File: config.mk
export PLATFORM = sky130hd
export DESIGN_NAME = display_scan_controller
export DESIGN_NICKNAME = d
export VERILOG_FILES = /design/src/rtl/display_scan_controller.sv
export SDC_FILE = /design/constraint.sdc
export NUM_CORES = 1
export LEC_CHECK = 0
export CAP_MARGIN = 5
export CORE_UTILIZATION = 25
export CTS_CLUSTER_DIAMETER = 100
export DETAILED_ROUTE_END_ITERATION = 16
export PLACE_DENSITY = 0.42
export RECOVER_POWER = 50
export SYNTH_ARGS = -nofsm -noshare
export SYNTH_HDL_FRONTEND = slang
export SYNTH_SLANG_ARGS = --single-unit
export TNS_END_PERCENT = 30
File: constraint.sdc
create_clock -name clk -period 8.6 [get_ports clk]
set_clock_uncertainty 0.15 [all_clocks]
set_input_delay 0.86 -clock clk [delete_from_list [all_inputs] [get_ports clk]]
set_output_delay 0.86 -clock clk [all_outputs]
set_load 0.01 [all_outputs]
File: src/rtl/display_scan_controller.sv
// display_scan_controller: time-multiplexed driver for a 4-digit common-anode
// 7-segment display. Each digit is lit for SCAN_DIV cycles, followed by
// GUARD_CYC dark cycles. Digit codes and blank_mask are latched once per frame.
// Optional build macro: LEADZERO_SUPPRESS_EN blanks leading zero digits
// (Digit 4 is never suppressed).
module display_scan_controller #(
  parameter int unsigned SCAN_DIV  = 50000,
  parameter int unsigned GUARD_CYC = 500,
  parameter int unsigned DIG_W     = 4
) (
  input  logic             clk,
  input  logic             reset,
  input  logic             enable,
  input  logic [DIG_W-1:0] digit1,
  input  logic [DIG_W-1:0] digit2,
  input  logic [DIG_W-1:0] digit3,
  input  logic [DIG_W-1:0] digit4,
  input  logic [3:0]       blank_mask,
  output logic [3:0]       digit_n,
  output logic [6:0]       seg_n,
  output logic             frame_start
);

  localparam int unsigned CNT_MAX = (SCAN_DIV > GUARD_CYC) ? SCAN_DIV : GUARD_CYC;
  localparam int unsigned CNT_W   = (CNT_MAX > 1) ? $clog2(CNT_MAX) : 1;

  typedef enum logic [1:0] {IDLE, ON, GUARD} state_t;

  state_t             state, state_nx;
  logic [1:0]         idx, idx_nx;
  logic [CNT_W-1:0]   cnt, cnt_nx;
  logic               load;
  logic [DIG_W-1:0]   shd [4];
  logic [DIG_W-1:0]   shd_nx [4];
  logic [3:0]         sblank, sblank_nx;
  logic [3:0]         eff_blank;
  logic [3:0]         digit_n_nx;
  logic [6:0]         seg_n_nx;

  function automatic logic [6:0] decode(input logic [DIG_W-1:0] code);
    case (code)
      4'h0: decode = 7'b1000000;
      4'h1: decode = 7'b1111001;
      4'h2: decode = 7'b0100100;
      4'h3: decode = 7'b0110000;
      4'h4: decode = 7'b0011001;
      4'h5: decode = 7'b0010010;
      4'h6: decode = 7'b0000010;
      4'h7: decode = 7'b1111000;
      4'h8: decode = 7'b0000000;
      4'h9: decode = 7'b0010000;
      4'hA: decode = 7'b0001000;
      4'hB: decode = 7'b0000011;
      4'hC: decode = 7'b1000110;
      4'hD: decode = 7'b0100001;
      4'hE: decode = 7'b0000110;
      default: decode = 7'b0001110;
    endcase
  endfunction

  // Effective blank captured at each shadow load
  always_comb begin
    eff_blank = blank_mask;
`ifdef LEADZERO_SUPPRESS_EN
    eff_blank[3] = blank_mask[3] | (digit1 == '0);
    eff_blank[2] = blank_mask[2] | ((digit1 == '0) && (digit2 == '0));
    eff_blank[1] = blank_mask[1] | ((digit1 == '0) && (digit2 == '0) && (digit3 == '0));
`endif
  end

  // Next-state, shadow load and next registered outputs
  always_comb begin
    state_nx = state;
    idx_nx   = idx;
    cnt_nx   = cnt;
    load     = 1'b0;
    case (state)
      IDLE: begin
        if (enable) begin
          state_nx = ON;
          idx_nx   = '0;
          cnt_nx   = '0;
          load     = 1'b1;
        end
      end
      ON: begin
        if (cnt == CNT_W'(SCAN_DIV - 1)) begin
          state_nx = GUARD;
          cnt_nx   = '0;
        end else begin
          cnt_nx = cnt + 1'b1;
        end
      end
      GUARD: begin
        if (cnt == CNT_W'(GUARD_CYC - 1)) begin
          state_nx = ON;
          cnt_nx   = '0;
          idx_nx   = idx + 2'd1;
          load     = (idx == 2'd3);
        end else begin
          cnt_nx = cnt + 1'b1;
        end
      end
      default: state_nx = IDLE;
    endcase
    if (!enable) begin
      state_nx = IDLE;
      idx_nx   = '0;
      cnt_nx   = '0;
      load     = 1'b0;
    end

    shd_nx[0] = load ? digit1 : shd[0];
    shd_nx[1] = load ? digit2 : shd[1];
    shd_nx[2] = load ? digit3 : shd[2];
    shd_nx[3] = load ? digit4 : shd[3];
    sblank_nx = load ? eff_blank : sblank;

    // Outputs are derived from the incoming state so they are lit in the
    // same cycle the FSM enters ON (including freshly loaded shadows).
    digit_n_nx = '1;
    seg_n_nx   = '1;
    if (state_nx == ON) begin
      seg_n_nx = decode(shd_nx[idx_nx]);
      if (!sblank_nx[2'd3 - idx_nx]) digit_n_nx[2'd3 - idx_nx] = 1'b0;
    end
  end

  // State, shadow and output registers
  always_ff @(posedge clk) begin
    if (reset) begin
      state       <= IDLE;
      idx         <= '0;
      cnt         <= '0;
      for (int unsigned i = 0; i < 4; i++) shd[i] <= '0;
      sblank      <= '1;
      digit_n     <= '1;
      seg_n       <= '1;
      frame_start <= 1'b0;
    end else begin
      state       <= state_nx;
      idx         <= idx_nx;
      cnt         <= cnt_nx;
      for (int unsigned i = 0; i < 4; i++) shd[i] <= shd_nx[i];
      sblank      <= sblank_nx;
      digit_n     <= digit_n_nx;
      seg_n       <= seg_n_nx;
      frame_start <= load;
    end
  end

endmodule

==> results.toml <==
[grt]
grt_usage = 0.122
antenna_found_initial = 0
grt_pass1_vias = 2248
grt_first_pass_wirelength_um = 11300
grt_max_degree = 25
overflow = 0

[clocking]
ctsResizeCount = 0
clk_latency_ns = 0.29
cts_buffers = 5
postCtsSetupRepairBufs = 0
clk_path_buf_depth = 2
clockRootBuffer = "clkbuf_16"
path_clk_slew_ns = 0.08
clock-sinks = 52
h-tree-depth = 2
cts_tree = "built"
hold_buffers = 0

[yosys]
ys_types = 58
yosysTopAreaCellShare = 0.361
ys_async_sr_fraction = 0
synthTopCellsByArea = "dfxtp_1, ha_1, nand2_1"
ys.flop_type = "dfxtp_1"
synthCells = 333
yosysSeqAreaShare = 0.361
synth-edff-count = 0
synth_area_leader_cell = "dfxtp_1"
synth-seq-cells = 52
synth_nets = 369
netlist_area_um2 = 2890
syn_avg_cell_area_um2 = 8.67
ys_warn_count = 0

[final_layout]
area_growth_syn_to_layout_pct = 20.5
num_antenna_cells = 0
final_core_util = 0.315
drive_above_1_share = 0.102
nets = 396

[drt]
first_iter_violations = 96
route.detailed.drc = 0
avgRoutedWirePerCell_um = 13.7
ant_nets = 0
vias = 2385
drt-total-wl_um = 6890
vias_per_cell = 4.76
first_pass_iters = 4

[run_status]
outcome = "complete, no violations"

[worst_setup_path]
worst_path_largest_cell_delay_ns = 0.60
crit_chain = "ha_1 > or4b_1 > nor4_1 > clkbuf_1 > a21o_1 > mux2_2 > nor2b_1 > nor3_1 > inv_1 > ha_1 > mux2_1 > mux2i_1 > nand2_1"
critPathKind = "register to register"
required_ns = 8.62
cp.arrival_ns = 4.96
crit_buf_inv = 2
cp_common_cell = "ha_1"
critPathCaptureType = "register"
cp_max_fo = 14
worstSetupStartpointType = "register"
cp_top_family = "simple AND/OR/NAND/NOR gates"
critPathSlowestCell = "a21o_1"

[pwr]
p_per_area_nw_per_um2 = 161
switching_share = 0.241
p_int_mw = 0.424
clkPwrFrac = 0.419
p_seq_frac = 0.451
max-vdd-ir-drop_uv = 90.7
p_leak_nw = 1.21
total_power_mw = 0.559
switching_power_mw = 0.134
combPwrFrac = 0.129

[floorplan]
die_h_um = 109
die_x_um = 109
core_um2 = 11000
start_util = 0.262
die_area_um2 = 12000
ios = 35
num_rows = 38

[sta]
max_freq_mhz = 202
setup_tns_ns = 0
period_share = 0.574
report.final.slew_viol_count = 0
finalSetupViolations = 0
max_slew_margin = 0.363
rsz0062_at_grt = "no"
finalHoldViolations = 0
worst_pin_slew_ns = 0.947
period_needed_ns = 4.94

[placement]
dp_hpwl_um = 5080
place_congestion = 0.754
port_buffers = 34

[hold_path]
min_path_type = "register to register"

[job]
max_cap_viol_count = 0
==> tightest hold or removal path, stage by stage, from the launching register on <==
cell,delay (ns)
dfxtp_1,0.31
mux2i_1,0.07
nand2b_1,0.07
==> final timing paths <==
check	to	from	slack (ns)	depth (start not counted)
min reg2reg	sblank[2]	sblank[2]	0.32	2
min	sblank[2]	sblank[2]	0.32	2
max reg2reg	seg_n[3]	cnt[0]	3.66	13
max	seg_n[3]	cnt[0]	3.66	13
==> power groups by stage <==
stage / Sequential [mW] / Combinational [mW] / Clock, mW
after floorplan: 0.259 / 0.0473 / 0
after global placement: 0.258 / 0.0745 / 0
after detailed placement: 0.258 / 0.0741 / 0
after CTS: 0.252 / 0.0744 / 0.245
after global routing: 0.253 / 0.0802 / 0.252
final: 0.252 / 0.0723 / 0.234
==> metrics by stage <==
step | cell area (um2) | hold WS [ns] | instances | worst slack (ns)
after global placement | 3320 | 0.304 | 493 | 3.65
after floorplan | 2890 | 0.286 | 333 | 4.84
after detailed placement | 3320 | 0.308 | 493 | 3.59
final | 3480 | 0.325 | 501 | 3.66
after global routing | 3480 | 0.354 | 501 | 3.31
after CTS | 3490 | 0.329 | 501 | 3.90
==> layer usage <==
metal  GRT usage  vias up  routed length [um]
li1            -     1228                   -
met1       0.154     1104                3280
met2       0.212       44                3260
met3      0.0249        9                 262
met4      0.0324        0                  82
met5           0        -                   0
==> cell usage in the layout (no fill, tap or decap), types with 11 or more instances in the layout <==
cell,instances
nand2_1,41
a21oi_1,18
dfxtp_1,52
o21ai_0,17
nor2_1,31
mux2i_1,14
dlygate4sd3_1,12
ha_1,13
clkdlybuf4s50_1,22
nand2b_1,11
==> synthesized netlist by cell type, types with 3 or more instances <==
library cell / count
dfxtp_1: 52
nand3_1: 10
nor2_1: 31
inv_1: 9
mux2_2: 4
buf_6: 3
and2_1: 4
mux2i_1: 14
nand4_1: 3
o22ai_1: 6
a21oi_1: 18
nand2b_1: 11
nor3_1: 4
nand2_1: 41
o21ai_1: 4
o221ai_1: 3
o211ai_1: 3
ha_1: 13
o21ai_0: 17
xor2_1: 6
o21ba_2: 8
a21o_1: 3
clkbuf_1: 10
xnor2_1: 4
nor2b_1: 9
==> sequential cells by signal, summed over array words and instances (netlist names) <==
register     cells
sblank           4
idx              2
state            2
seg_n            7
frame_start      1
shd             16
digit_n          4
cnt             16
==> cell type report <==
cell class / count / area, um2
tap: 140 / 175
sequential: 52 / 1040
multi-input combinational: 256 / 1710
clock buffer: 5 / 125
clock inverter: 3 / 46.3
fill: 1200 / 7550
inverter: 9 / 33.8
timing repair buffer: 36 / 352
==> kinds of logic after synthesis <==
logic type | Yosys count | synth area share
AOI/OAI and AO/OA | 75 | 0.176
xor gates and xnor gates | 10 | 0.0303
adders and majority gates | 13 | 0.0564
buffers and inverters | 25 | 0.0451
DFF | 52 | 0.361
muxes | 21 | 0.0811
and+or+nand+nor | 137 | 0.250
Power figures use the tool's default switching activity.
